**src/rtl/preview_fifo_pkg.sv**
```systemverilog
// Command encodings and helpers shared by the preview FIFO.
package preview_fifo_pkg;

    localparam logic [2:0] CMD_IDLE = 3'b001;
    localparam logic [2:0] CMD_ONE  = 3'b010;
    localparam logic [2:0] CMD_TWO  = 3'b100;

    // Words a command asks to move; unknown codes and disabled two-word codes are idle.
    function automatic logic [1:0] cmd_words(input logic [2:0] cmd, input logic two_en);
        logic [1:0] n;
        n = 2'd0;
        if (cmd == CMD_ONE) begin
            n = 2'd1;
        end else if (cmd == CMD_TWO && two_en) begin
            n = 2'd2;
        end
        return n;
    endfunction

endpackage

```
**src/rtl/preview_fifo.sv**
```systemverilog
// First-word-fall-through FIFO with a two-word head preview and one/two-word transfers.
// Two-word commands are enabled by defining PREVIEW_FIFO_TWO_WORD_EN; otherwise they act as idle.
module preview_fifo
    import preview_fifo_pkg::*;
#(
    parameter int WIDTH = 8,
    parameter int DEPTH = 32
) (
    input  logic                       clk,
    input  logic                       rst,
    input  logic [2:0]                 wrreq,
    input  logic [WIDTH-1:0]           id0,
    input  logic [WIDTH-1:0]           id1,
    input  logic [2:0]                 rdreq,
    output logic [WIDTH-1:0]           od0,
    output logic [WIDTH-1:0]           od1,
    output logic [1:0]                 empty,
    output logic [1:0]                 full,
    output logic [$clog2(DEPTH)-1:0]   usedw
);

    localparam int AW = $clog2(DEPTH);
    localparam logic [AW-1:0] ONE       = AW'(1);
    localparam logic [AW-1:0] TWO       = AW'(2);
    localparam logic [AW-1:0] CAP       = AW'(DEPTH - 1);
    localparam logic [AW-1:0] CAP_MINUS = AW'(DEPTH - 2);

`ifdef PREVIEW_FIFO_TWO_WORD_EN
    localparam logic TWO_EN = 1'b1;
`else
    localparam logic TWO_EN = 1'b0;
`endif

    logic [WIDTH-1:0] mem_q [DEPTH];
    logic [AW-1:0]    wr_ptr_q, wr_ptr_d;
    logic [AW-1:0]    rd_ptr_q, rd_ptr_d;
    logic [AW-1:0]    usedw_q, usedw_d;
    logic [1:0]       empty_q, empty_d;
    logic [1:0]       full_q, full_d;

    logic [1:0]       wr_req_n, rd_req_n;
    logic             wr_one, wr_two, rd_one, rd_two;
    logic [AW-1:0]    wr_cnt, rd_cnt;
    logic [AW-1:0]    wr_ptr_p1, rd_ptr_p1;

    // Acceptance uses the registered flags, so a same-cycle read never makes room for a write.
    always_comb begin
        wr_req_n  = cmd_words(wrreq, TWO_EN);
        rd_req_n  = cmd_words(rdreq, TWO_EN);
        wr_one    = (wr_req_n == 2'd1) && !full_q[0];
        wr_two    = (wr_req_n == 2'd2) && !full_q[1];
        rd_one    = (rd_req_n == 2'd1) && !empty_q[0];
        rd_two    = (rd_req_n == 2'd2) && !empty_q[1];
        wr_cnt    = wr_two ? TWO : (wr_one ? ONE : '0);
        rd_cnt    = rd_two ? TWO : (rd_one ? ONE : '0);
        wr_ptr_p1 = wr_ptr_q + ONE;
        rd_ptr_p1 = rd_ptr_q + ONE;
        wr_ptr_d  = wr_ptr_q + wr_cnt;
        rd_ptr_d  = rd_ptr_q + rd_cnt;
        usedw_d   = usedw_q + wr_cnt - rd_cnt;
        empty_d   = {usedw_d < TWO, usedw_d == '0};
        full_d    = {usedw_d >= CAP_MINUS, usedw_d == CAP};
    end

    always_ff @(posedge clk) begin
        if (rst) begin
            wr_ptr_q <= '0;
            rd_ptr_q <= '0;
            usedw_q  <= '0;
            empty_q  <= 2'b11;
            full_q   <= 2'b00;
            for (int i = 0; i < DEPTH; i++) begin
                mem_q[i] <= '0;
            end
        end else begin
            wr_ptr_q <= wr_ptr_d;
            rd_ptr_q <= rd_ptr_d;
            usedw_q  <= usedw_d;
            empty_q  <= empty_d;
            full_q   <= full_d;
            if (wr_one || wr_two) begin
                mem_q[wr_ptr_q] <= id0;
            end
            // Pointer arithmetic wraps, so the second word lands in slot 0 after slot DEPTH-1.
            if (wr_two) begin
                mem_q[wr_ptr_p1] <= id1;
            end
        end
    end

    assign od0   = mem_q[rd_ptr_q];
    assign od1   = mem_q[rd_ptr_p1];
    assign empty = empty_q;
    assign full  = full_q;
    assign usedw = usedw_q;

endmodule

```
**config.mk**
```make
export PLATFORM = sky130hd
export DESIGN_NAME = preview_fifo
export DESIGN_NICKNAME = d
export VERILOG_FILES = /design/src/rtl/preview_fifo_pkg.sv /design/src/rtl/preview_fifo.sv
export SDC_FILE = /design/constraint.sdc
export NUM_CORES = 1
export LEC_CHECK = 0
export CAP_MARGIN = 20
export CORE_ASPECT_RATIO = 0.9
export CORE_MARGIN = 4
export CORE_UTILIZATION = 49
export CTS_BUF_LIST = sky130_fd_sc_hd__clkbuf_4
export DETAILED_ROUTE_END_ITERATION = 8
export DONT_BUFFER_PORTS = 1
export PLACE_DENSITY = 0.61
export SLEW_MARGIN = 0
export SYNTH_ARGS = -nofsm -noshare
export SYNTH_HDL_FRONTEND = slang
export SYNTH_SLANG_ARGS = --single-unit
```
**constraint.sdc**
```tcl
create_clock -name clk -period 3.65 [get_ports clk]
set_input_delay 0.365 -clock clk [delete_from_list [all_inputs] [get_ports clk]]
set_output_delay 0.365 -clock clk [all_outputs]
set_load 0.02 [all_outputs]
```
## Word-level counts from Yosys, hierarchy flattened

Memory sizes are Yosys's and may differ from the RTL's. A register that Yosys moved wholly into a read port is not among the register bits.
Index checks and enable logic that the tools add are counted.

- Word-level logic and storage cells: 54
- Output and inout bits: 25
- Memories: 1
- Input bits: 24
- Memory bits (writable): 256
- Register bits after elaboration: 19

Memory list:

| name | words | bits a word | read ports | clocked after memory_dff | write ports | line | source |
|---|---|---|---|---|---|---|---|
| mem_q | 32 | 8 | 2 | 1 | 32 | preview_fifo.sv:34 | `logic [WIDTH-1:0] mem_q [DEPTH];` |

- Order comparisons: 2
- Reductions and logical operators: 12
- Equal/unequal tests: 7
- Muxes and demuxes: 21
- $add $sub $neg: 6

Operators by type and width:

| cell | number |
|---|---|
| two-way mux 8 bit | 2 |
| OR reduction 8 bit | 2 |
| adder 5 x 2 -> 5 bit | 3 |
| two-way mux 5 bit | 3 |
| two-way mux 1 bit | 14 |
| adder 5 x 1 -> 5 bit (second input constant) | 2 |
| equality test 3 x 2 -> 1 bit (second input constant) | 2 |
| equality test 5 bit (second input constant) | 1 |
| greater-or-equal comparator 5 bit (second input constant) | 1 |
| logical NOT 5 bit | 1 |
| less-than comparator 5 x 2 -> 1 bit (second input constant) | 1 |
| subtractor 5 x 2 -> 5 bit | 1 |
| equality test 2 x 1 -> 1 bit (second input constant) | 2 |
| equality test 2 bit (second input constant) | 2 |
| logical AND 1 bit | 4 |
| logical NOT 1 bit | 4 |
| two-way mux 2 bit | 2 |
| logical OR 1 bit | 1 |

## Depth between registers and ports, before layout

Gate-level depths: netlist of run 1.

- Word-level depth: 11
- Mapped depth: 11
- Depth with buffers taken out: 11

## Worst setup path after synthesis of run 1

Ideal clock, no wire load.

- Path type: input port to flip-flop
- From: input wrreq[0]
- To: register empty_q[1] (netlist: empty[1])
- Setup time: 0.060 ns
- Data required time: 3.590 ns
- Slack: 1.018 ns
- Arrival: 2.572 ns
- Stages on the path: 11
- Buffers on the path: 0
- Cells stage by stage: or4b_4 -> ha_1 -> inv_1 -> ha_1 -> inv_1 -> fa_1 -> inv_1 -> a21o_1 -> a21oi_1 -> xnor2_1 -> a41o_1

- Word-level cells in the longest chain between the ends: 9
- Elaborated cells on any way between the ends: 11
- Classes of those cells: add/sub: 2; order compare: 1; eq/ne: 3; mux: 3; reduce/logical: 2

RTL lines:

| element | line | source |
|---|---|---|
| start, declared | preview_fifo.sv:11 | `input logic [2:0] wrreq,` |
| equality test 3 x 2 -> 1 bit (*) | preview_fifo_pkg.sv:12 | `if (cmd == CMD_ONE) begin` |
| two-way mux 1 bit (*) | preview_fifo_pkg.sv:12 |  |
| equality test 2 x 1 -> 1 bit | preview_fifo.sv:50 | `wr_one = (wr_req_n == 2'd1) && !full_q[0];` |
| logical AND 1 bit | preview_fifo.sv:50 |  |
| two-way mux 1 bit | preview_fifo.sv:54 | `wr_cnt = wr_two ? TWO : (wr_one ? ONE : '0);` |
| two-way mux 2 bit (*) | preview_fifo.sv:54 |  |
| adder 5 x 2 -> 5 bit (*) | preview_fifo.sv:60 | `usedw_d = usedw_q + wr_cnt - rd_cnt;` |
| subtractor 5 x 2 -> 5 bit (*) | preview_fifo.sv:60 |  |
| less-than comparator 5 x 2 -> 1 bit (*) | preview_fifo.sv:61 | `empty_d = {usedw_d < TWO, usedw_d == '0};` |
| end signal, assigned | preview_fifo.sv:79 | `empty_q <= empty_d;` |
| end, declared | preview_fifo.sv:38 | `logic [1:0] empty_q, empty_d;` |

Every way passes the cells marked *; elsewhere a longest branch is shown, timed or not.
A chain may end at the register's enable or synchronous reset.

==> results of run 1 <==
## cells in the mapped netlist, drive strengths merged
cell type | instances | area share (%)
nor4b | 1 | 0.059
xnor2 | 6 | 0.35
ha | 10 | 0.84
a21oi | 10 | 0.33
nor3 | 18 | 0.90
or2 | 33 | 1.4
a32o | 10 | 0.67
clkbuf | 43 | 1.1
a41o | 2 | 0.13
a31oi | 8 | 0.33
edfxtp | 256 | 51
a22o | 16 | 0.94
mux2i | 104 | 7.0
buf | 37 | 1.2
dfxtp | 19 | 2.5
nand3 | 6 | 0.20
nor4 | 1 | 0.042
o21ai | 2 | 0.067
a21o | 3 | 0.15
a21bo | 1 | 0.067
nor2 | 39 | 0.98
o221ai | 8 | 0.47
nand2b | 9 | 0.38
mux4 | 96 | 14
nor2b | 6 | 0.25
inv | 11 | 0.28
a221oi | 8 | 0.47
nand2 | 33 | 0.83
xor2 | 7 | 0.41
nand3b | 2 | 0.10
fa | 1 | 0.13
a22oi | 8 | 0.40
and2 | 258 | 11
or4b | 1 | 0.092
and3 | 1 | 0.042
nor3b | 1 | 0.084
o22ai | 2 | 0.084
## logic make-up (layout without fill, tap and decap cells)
| family | after synthesis | after routing | share of synthesized area (%) |
|---|---|---|---|
| AOI/OAI and AO/OA | 78 | 78 | 4.12 |
| and+or+nand+nor | 409 | 409 | 16.1 |
| DFF | 275 | 275 | 54.0 |
| xor gates and xnor gates | 13 | 13 | 0.762 |
| muxes | 200 | 200 | 21.4 |
| adders and majority gates | 11 | 11 | 0.971 |
| other | 0 | 1 | 0 |
| buffers and inverters | 91 | 216 | 2.60 |
## layout make-up
class,count,area [µm²]
Multi-Input combinational cell,711,6530
Tap cell,403,504
Antenna cell,1,2.50
Timing Repair Buffer,80,813
Clock inverter,14,110
Sequential cell,275,8070
Fill cell,2434,13000
Clock buffer,111,833
Inverter,11,41.3
## power breakdown
group,switching [mW],internal [mW],total [mW]
logic,0.521,0.438,0.959
clock network,1.26,1.52,2.78
registers,0.119,3.58,3.70
## what timing repair did
item | in CTS | in global routing
buffers inserted | 1 | 8
hold buffers | 9 | 0
resized for setup | 0 | 3
setup endpoints to repair | 2 | 9
hold endpoints to repair | 303 | 0
pin swaps | 1 | 0
cloned | 0 | 0
## sequential cells by signal, indices dropped and copies added (netlist names)
name      count
usedw         5
rd_ptr_q      5
empty         2
full          2
mem_q       256
wr_ptr_q      5
## worst paths after layout
path         depth (start not counted)  slack (ns)                   start                    endpoint
min                                  1        0.07                     rst  mem_q[25][1]$_SDFFCE_PN0P_
max reg2reg                         11        0.79      full[0]$_SDFF_PP0_         empty[0]$_SDFF_PP1_
min reg2reg                          3        0.61  wr_ptr_q[1]$_SDFF_PP0_      wr_ptr_q[3]$_SDFF_PP0_
max                                  7        0.11  rd_ptr_q[0]$_SDFF_PP0_                      od0[6]
## metal layers
metal | up-vias | routed length, µm
li1 | 4253 | -
met1 | 4719 | 17700
met2 | 320 | 18100
met3 | 78 | 2440
met4 | 0 | 1230
met5 | - | 0
## per-stage QoR
step	hold WS [ns]	power, mW	setup WS (ns)	cells	cell area (µm²)
CTS	0.00655	7.50	0.0305	1596	16800
global placement	0.438	4.61	0.699	1461	15600
finish	0.0708	7.44	0.107	1606	16900
global route	0.0311	7.76	0.00380	1606	16900
detailed placement	0.440	4.62	0.686	1461	15600
floorplan	0.443	4.40	1.02	1077	14900
==> key figures, run 1 <==
Synth
  • Area of the mapped netlist: 14900 µm²
  • Syn nets: 1112
  • Distinct cell type count after synthesis: 40
  • Post-Synthesis Cells: 1077
  • Register area share after synthesis: 54.0%
  • Syn avg cell area: 13.9 µm²
  • YS warnings: 0
  • Synth Register Bits: 275

Power and ir drop
  • Pleak: 5.96 nW
  • Power per cell area: 440 nW/µm²
  • VDD IR max: 0.255 mV

Setup path
  • Worst Path Required: 3.28 ns
  • CP max-delay cell: nor3_1
  • Worst Path Max Fanout: 104
  • Slowest stage delay, CP: 0.50 ns
  • Worst Path Buf+Inv: 2
  • Worst path cell trace: buf_16 > mux2i_1 > a22o_1 > nor3_1 > a31oi_1 > o221ai_1 > buf_4
  • Worst setup EP type: primary output
  • Critical path's top delay family: compound AO/OA/AOI/OAI gates
  • Critical path class: reg2out
  • Critical Path Start Type: flip-flop
  • Worst EP arrival: 3.18 ns

Die
  • Row count: 60
  • Initial core utilization: 49.9%
  • Die area: 33400 µm²
  • CORE AREA: 30000 µm²
  • Die Ht: 174 µm
  • Die W: 192 µm
  • I/O pin total: 49

Run
  • Max Cap Viol: 0

Detailed routing
  • Routed via count: 9370
  • DRC: 0
  • Drt pass-1 iters: 5
  • DRT iter0 DRCs: 908
  • DRT Wirelength: 39500 µm
  • Antenna Nets Post-Route: 0
  • Per-cell routed wire length: 24.6 µm
  • Vias/cell: 5.83

Global route
  • Antenna violations before repair: 1
  • Vias in the first global route: 9473
  • Met1 usage in global routing: 35.3%
  • Grt peak-use layer: met2
  • Gr usage total: 24.0%
  • GRT Residual Overflow: 0
  • First-pass GRT wire length: 59000 µm
  • Largest net degree at the start of global routing: 105
  • GRT met3 Usage: 5.18%
  • Met2 Usage GRT: 35.5%

Clock tree
  • Root Buffer: clkbuf_4
  • Worst skew pair latency: 0.67 ns
  • TritonCTS clock tree: done
  • Max clock buf depth: 3
  • Clock Pin Slew Worst Setup and Hold Paths: 0.08 ns
  • Num CTS Buffers: 75
  • Clock sink count: 275
  • H-tree Lvls: 3

Place
  • Gpl congestion: 0.864
  • Hpwl dp: 25800 µm
  • PortBufs: 0

STA
  • Count of final setup violators: 0
  • Worst slew margin: 45.8%
  • Worst Skew: 0.0369 ns
  • Pin slew with the least headroom to its limit: 0.807 ns
  • Fin Setup TNS: 0 ns
  • Fin. Hold Viols: 0
  • Crit path time final: 3.54 ns
  • Fmax: 0.282 GHz
  • Period utilization: 97.1%
  • Max Slew Vio Count: 0
  • RSZ-0062 raised after global routing: no

Status
  • Status: completed

Finish
  • Commonest non-fill, non-tap cells in the layout: and2_1, edfxtp_1, clkbuf_4
  • Util after Layout: 56.4%
  • Most common cell after layout, fill and taps aside: and2_1
  • Post-layout nets: 1189
  • Share of cells above drive strength 1: 28.4%
  • Area grow syn2layout: 13.1%

Hold path
  • Worst Hold Class: in2reg
Note: power is estimated with default switching activity, not from simulation.
==> run 2, diff against run 1 <==
--- a/config.mk
+++ b/config.mk
@@ -8,11 +8,11 @@
 export CAP_MARGIN = 20
 export CORE_ASPECT_RATIO = 0.9
 export CORE_MARGIN = 4
-export CORE_UTILIZATION = 49
+export CORE_UTILIZATION = 60
 export CTS_BUF_LIST = sky130_fd_sc_hd__clkbuf_4
 export DETAILED_ROUTE_END_ITERATION = 8
 export DONT_BUFFER_PORTS = 1
-export PLACE_DENSITY = 0.61
+export PLACE_DENSITY = 0.73
 export SLEW_MARGIN = 0
 export SYNTH_ARGS = -nofsm -noshare
 export SYNTH_HDL_FRONTEND = slang
==> key figures, run 2 (synthesis gave the netlist of run 1 again) <==
Status
  • Status: completed

Power and ir drop
  • VDD IR max: 0.415 mV (+63%)
  • Pleak: 5.78 nW (-3.0%)
  • Overall power: 7.14 mW (-4.1%)
  • Power per cell area: 432 nW/µm² (-1.8%)

Die
  • Die Ht: 158 µm (-9.2%)
  • Row count: 54 (-10%)
  • Die W: 174 µm (-9.2%)
  • Die area: 27500 µm² (-18%)
  • Initial core utilization: 61.3% (+11 points)
  • CORE AREA: 24400 µm² (-19%)
  • I/O pin total: 49 (unchanged)

Global route
  • Gr usage total: 28.3% (+4.2 points)
  • Largest net degree at the start of global routing: 110 (+4.8%)
  • GRT Residual Overflow: 0 (unchanged)
  • Antenna violations before repair: 2 (+1)
  • Vias in the first global route: 9591 (+1.2%)
  • First-pass GRT wire length: 57700 µm (-2.2%)

Clock tree
  • TritonCTS clock tree: done
  • Clock Pin Slew Worst Setup and Hold Paths: 0.07 ns (about the same)
  • Worst skew pair latency: 0.69 ns (+0.02 ns)
  • H-tree Lvls: 3 (unchanged)
  • Num CTS Buffers: 71 (-5.3%)
  • Root Buffer: clkbuf_4
  • Max clock buf depth: 3 (unchanged)
  • Clock sink count: 275 (unchanged)

STA
  • Max Slew Vio Count: 0 (unchanged)
  • Count of final setup violators: 0 (unchanged)
  • RSZ-0062 raised after global routing: no
  • Pin slew with the least headroom to its limit: 0.978 ns (+0.171 ns)
  • Worst slew margin: 34.6% (-11 points)
  • Fmax: 0.286 GHz (+1.3%)
  • Fin. Hold Viols: 0 (unchanged)
  • Fin Setup TNS: 0 ns (unchanged)
  • Worst Skew: 0.0361 ns (-0.000783 ns)
  • Crit path time final: 3.50 ns (-0.0448 ns)
  • Period utilization: 95.8% (-1.2 points)

Place
  • Gpl congestion: 0.858 (-0.74%)
  • PortBufs: 0 (unchanged)
  • Hpwl dp: 24800 µm (-3.7%)

Detailed routing
  • Drt pass-1 iters: 5 (unchanged)
  • Met3 routed WL: 3550 µm (+46%)
  • Antenna Nets Post-Route: 0 (unchanged)
  • Highest Signal Layer: met5
  • Met1 WL: 15200 µm (-14%)
  • Vias/cell: 6.23 (+6.7%)
  • DRT iter0 DRCs: 866 (-4.6%)
  • DRC: 0 (unchanged)
  • DRT Wirelength: 38200 µm (-3.4%)
  • Routed via count: 9441 (+0.76%)
  • Met2 WL: 18000 µm (-0.52%)
  • Per-cell routed wire length: 25.2 µm (+2.3%)

Hold path
  • HP Start: rst
  • Worst Hold Class: in2reg

Finish
  • Largest Register: mem_q
  • Share of cells above drive strength 1: 26.0% (-2.4 points)
  • Largest register FFs: 256 (unchanged)
  • Commonest non-fill, non-tap cells in the layout: and2_1, edfxtp_1, mux2i_1
  • Post-layout nets: 1167 (-1.9%)
  • Fillers: 1749 (-28%)
  • Area grow syn2layout: 10.5%
  • Most common cell after layout, fill and taps aside: and2_1

Setup path
  • Worst Path Max Fanout: 27 (-74%)
  • Worst setup EP type: primary output
  • Worst Path Required: 3.28 ns (about the same)
  • Worst r2r src: empty[0]$_SDFF_PP1_
  • Critical path class: reg2out
  • Worst setup path startpoint: rd_ptr_q[2]$_SDFF_PP0_
  • Critical Path Start Type: flip-flop
  • Worst EP arrival: 3.13 ns (-0.05 ns)

Run
  • Max Cap Viol: 0 (unchanged)
run 2: cell count changes in the layout (fill, tap and decap cells not counted), sizes merged:
cell         before  now
clkbuf          111   95
clkinv           11   21
buf              79   60
inv              12   13
bufinv            2    1
dlygate4sd3       1    2
clkinvlp          0    1
run 2: metrics by stage:
stage / cell area [µm²] / hold slack (ns) / setup slack (ns) / util (%) / instances
floorplan: 14900 / 0.443 / 1.02 / - / 1077
global placement: 15500 / 0.438 / 0.697 / 63.5 / 1384
detailed placement: 15500 / 0.444 / 0.696 / 63.5 / 1384
CTS: 16500 / 0.00632 / 0.0221 / 67.6 / 1513
global route: 16500 / 0.00505 / 0.0206 / 67.7 / 1516
finish: 16500 / 0.0354 / 0.152 / 67.7 / 1516
run 2: power breakdown:
| part | switching (mW) | internal, mW | leakage, nW |
|---|---|---|---|
| Clock | 1.25 | 1.28 | 0.498 |
| Combinational | 0.498 | 0.413 | 2.54 |
| Sequential | 0.122 | 3.58 | 2.74 |
run 2: worst paths after layout:
check / endpoint / slack, ns / cells after the start
worst max register to register: empty[0]$_SDFF_PP1_ / 0.78 / 11
worst max-delay path: od0[4] / 0.15 / 7
worst min-delay path: mem_q[16][0]$_SDFFCE_PN0P_ / 0.04 / 1
worst min register to register: wr_ptr_q[3]$_SDFF_PP0_ / 0.59 / 3
run 2: cell type report:
| type | count | area [µm²] | share of cell area [%] |
|---|---|---|---|
| Tap cell | 336 | 420 | 2.54 |
| Inverter | 11 | 41.3 | 0.250 |
| Clock buffer | 95 | 713 | 4.32 |
| Multi-Input combinational cell | 711 | 6520 | 39.5 |
| Clock inverter | 25 | 130 | 0.788 |
| Antenna cell | 1 | 2.50 | 0.0151 |
| Timing Repair Buffer | 62 | 619 | 3.75 |
| Sequential cell | 275 | 8070 | 48.9 |
run 2: what timing repair did:
action	in CTS	in global routing
endpoints found under the setup margin	0	8
buffers inserted	0	1
hold buffers	9	1
hold endpoints to repair	285	6
resized for setup	0	1
run 2: per-layer routing:
layer	up-vias	track usage, %
met5	-	0
met4	2	10.7
met3	105	7.43
li1	4206	-
met1	4682	38.1
met2	446	45.0
run 2: worst max-delay path: stages (launching register included):
cell	delay [ns]
dfxtp_1	0.42
buf_4	0.43
nor2b_1	0.19
buf_4	0.27
a22o_1	0.19
nor3_1	0.08
a31oi_1	0.42
o221ai_1	0.43
==> run 3, diff against run 2 <==
--- a/config.mk
+++ b/config.mk
@@ -10,6 +10,7 @@
 export CORE_MARGIN = 4
 export CORE_UTILIZATION = 60
 export CTS_BUF_LIST = sky130_fd_sc_hd__clkbuf_4
+export CTS_CLUSTER_SIZE = 10
 export DETAILED_ROUTE_END_ITERATION = 8
 export DONT_BUFFER_PORTS = 1
 export PLACE_DENSITY = 0.73
==> constraint.sdc (replaced) <==
create_clock -name clk -period 3.97 [get_ports clk]
set_input_delay 0.397 -clock clk [delete_from_list [all_inputs] [get_ports clk]]
set_output_delay 0.397 -clock clk [all_outputs]
set_load 0.02 [all_outputs]
==> key figures, run 3 (synthesis gave the netlist of run 1 again) <==
Detailed routing
  • Met1 WL: 14700 µm (-3.1%)
  • Drt pass-1 iters: 5 (unchanged)
  • DRC: 0 (unchanged)
  • Met3 routed WL: 2910 µm (-18%)
  • Routed via count: 9362 (-0.84%)
  • Antenna Nets Post-Route: 0 (unchanged)
  • DRT Wirelength: 37400 µm (-2.1%)
  • DRT iter0 DRCs: 1000 (+15%)
  • Per-cell routed wire length: 24.9 µm (-0.89%)
  • Highest Signal Layer: met4
  • Vias/cell: 6.25 (+0.35%)
  • Met2 WL: 18400 µm (+2.2%)

STA
  • Fin. Hold Viols: 0 (unchanged)
  • Worst Skew: 0.0325 ns (-0.00355 ns)
  • Max Slew Vio Count: 0 (unchanged)
  • Pin slew with the least headroom to its limit: 0.898 ns (-0.0800 ns)
  • Crit path time final: 3.76 ns
  • Final worst slack: 0.206 ns (+0.0543 ns)
  • Period utilization: 94.8%
  • Count of final setup violators: 0 (unchanged)
  • RSZ-0062 raised after global routing: no
  • Worst slew margin: 39.9% (+5.3 points)
  • Fin Setup TNS: 0 ns (unchanged)
  • Fmax: 0.266 GHz

Clock tree
  • Clock sink count: 275 (unchanged)
  • Post-CTS sizing: 0 (unchanged)
  • Max clock buf depth: 3 (unchanged)
  • H-tree Lvls: 3 (unchanged)
  • Clock Pin Slew Worst Setup and Hold Paths: 0.07 ns (about the same)
  • TritonCTS clock tree: done
  • Num CTS Buffers: 72 (+1.4%)
  • Worst skew pair latency: 0.70 ns (about the same)
  • Root Buffer: clkbuf_4

Place
  • Gpl congestion: 0.855 (-0.33%)
  • PortBufs: 0 (unchanged)
  • Dpl cells: 1362 (-1.6%)
  • Hpwl dp: 24300 µm (-2.0%)
  • DP Worst Slack: 0.819 ns (+0.123 ns)

Power and ir drop
  • Overall power: 6.86 mW (-3.9%)
  • Pleak: 5.75 nW (-0.54%)
  • Power per cell area: 416 nW/µm² (-3.8%)
  • VDD IR max: 0.396 mV (-4.6%)

Status
  • Status: completed

Finish
  • Fillers: 1745 (-0.23%)
  • Post-layout nets: 1146 (-1.8%)
  • Largest Register: mem_q
  • Util after Layout: 67.6% (-0.12 points)
  • Most common cell after layout, fill and taps aside: and2_1
  • Commonest non-fill, non-tap cells in the layout: and2_1, edfxtp_1, clkbuf_4
  • Fin cells: 1498 (-1.2%)
  • Area grow syn2layout: 10.3%
  • Largest register FFs: 256 (unchanged)
  • Share of cells above drive strength 1: 26.1% (+0.19 points)

Die
  • CORE AREA: 24400 µm² (unchanged)
  • Initial core utilization: 61.3% (unchanged)
  • Die W: 174 µm (unchanged)
  • Row count: 54 (unchanged)
  • Die Ht: 158 µm (unchanged)
  • Die area: 27500 µm² (unchanged)
  • I/O pin total: 49 (unchanged)

Global route
  • Antenna violations before repair: 3 (+1)
  • First-pass GRT wire length: 57400 µm (-0.59%)
  • Gr usage total: 27.9% (-0.34 points)
  • Largest net degree at the start of global routing: 98 (-11%)
  • GRT Residual Overflow: 0 (unchanged)
  • Vias in the first global route: 9696 (+1.1%)

Hold path
  • Worst Hold Class: in2reg
  • Hold-critical path depth: 1 (unchanged)
  • HP Start: rst
  • WHS Endpoint: mem_q[26][4]$_SDFFCE_PN0P_

Setup path
  • R2r setup slk: 1.05 ns (+0.27 ns)
  • Worst Path Required: 3.57 ns (+0.29 ns)
  • Critical path class: reg2out
  • Worst Path Max Fanout: 17 (-37%)
  • Worst EP arrival: 3.37 ns (+0.24 ns)
  • Worst reg2reg path depth: 11 (unchanged)
  • Worst r2r src: empty[0]$_SDFF_PP1_
  • Critical Path Start Type: flip-flop
  • RR Endpoint: empty[1]$_SDFF_PP1_
  • Worst setup EP type: primary output

Run
  • Max Cap Viol: 0 (unchanged)
==> run 3: cell types whose count changed in the layout (fill, tap and decap cells not counted), moves of 2 or more <==
cell       before  now
buf_4          47   27
bufinv_16       1    3
clkbuf_4       95  116
clkinv_1       19    2
diode_2         1    3
inv_2           2    0
==> run 3: repair_timing <==
item,CTS,global route
setup buffers,0,1
endpoints found under the hold margin,281,0
hold buffers,9,0
setup endpoints to repair,0,2
==> run 3: area by class of cell <==
class	count	area, µm²	share of cell area (%)
flip-flops and latches	275	8070	49.0
inverters	11	41.3	0.250
repair buffers	40	450	2.73
well taps	336	420	2.55
diodes	3	7.51	0.0455
multi-input cells	711	6520	39.5
clock inverters	6	106	0.645
clock buffers	116	871	5.28
==> run 3: worst max-delay path by stage <==
stage	slack, ns	end	from	cells past startpoint
2_1_floorplan	1.31	empty[1]$_SDFF_PP1_	wrreq[0]	11
3_3_place_gp	0.84	od1[1]	rd_ptr_q[0]$_SDFF_PP0_	6
3_5_place_dp	0.82	od1[7]	rd_ptr_q[0]$_SDFF_PP0_	7
4_1_cts	0.1	od1[7]	rd_ptr_q[0]$_SDFF_PP0_	7
5_1_grt	0.0007	od0[4]	rd_ptr_q[1]$_SDFF_PP0_	6
6_report	0.21	od1[1]	rd_ptr_q[0]$_SDFF_PP0_	6
==> run 3: worst max-delay path, stage by stage, from the launching register on <==
cell and delay, ns:
dfxtp_4 0.53, ha_4 0.25, xor2_4 0.61, mux2i_1 0.27
a32o_1 0.30, a221oi_1 0.48, buf_4 0.25
==> run 3: stage by stage <==
| step | hold WS [ns] | instance area [µm²] |
|---|---|---|
| after floorplan | 0.475 | 14900 |
| after global placement | 0.470 | 15300 |
| after detailed placement | 0.470 | 15300 |
| after CTS | 0.00230 | 16400 |
| after global routing | 0.00275 | 16500 |
| final | 0.0574 | 16500 |
==> run 3: power breakdown <==
part | internal [mW] | switching [mW]
Sequential | 3.29 | 0.114
Clock | 1.50 | 1.12
Combinational | 0.376 | 0.450
Total | 5.17 | 1.69
==> run 3: metal layers <==
metal | vias to the layer above | global-route usage, %
li1 | 4172 | -
met4 | 0 | 11.3
met1 | 4678 | 37.3
met3 | 98 | 6.16
met5 | - | 0
met2 | 414 | 45.5
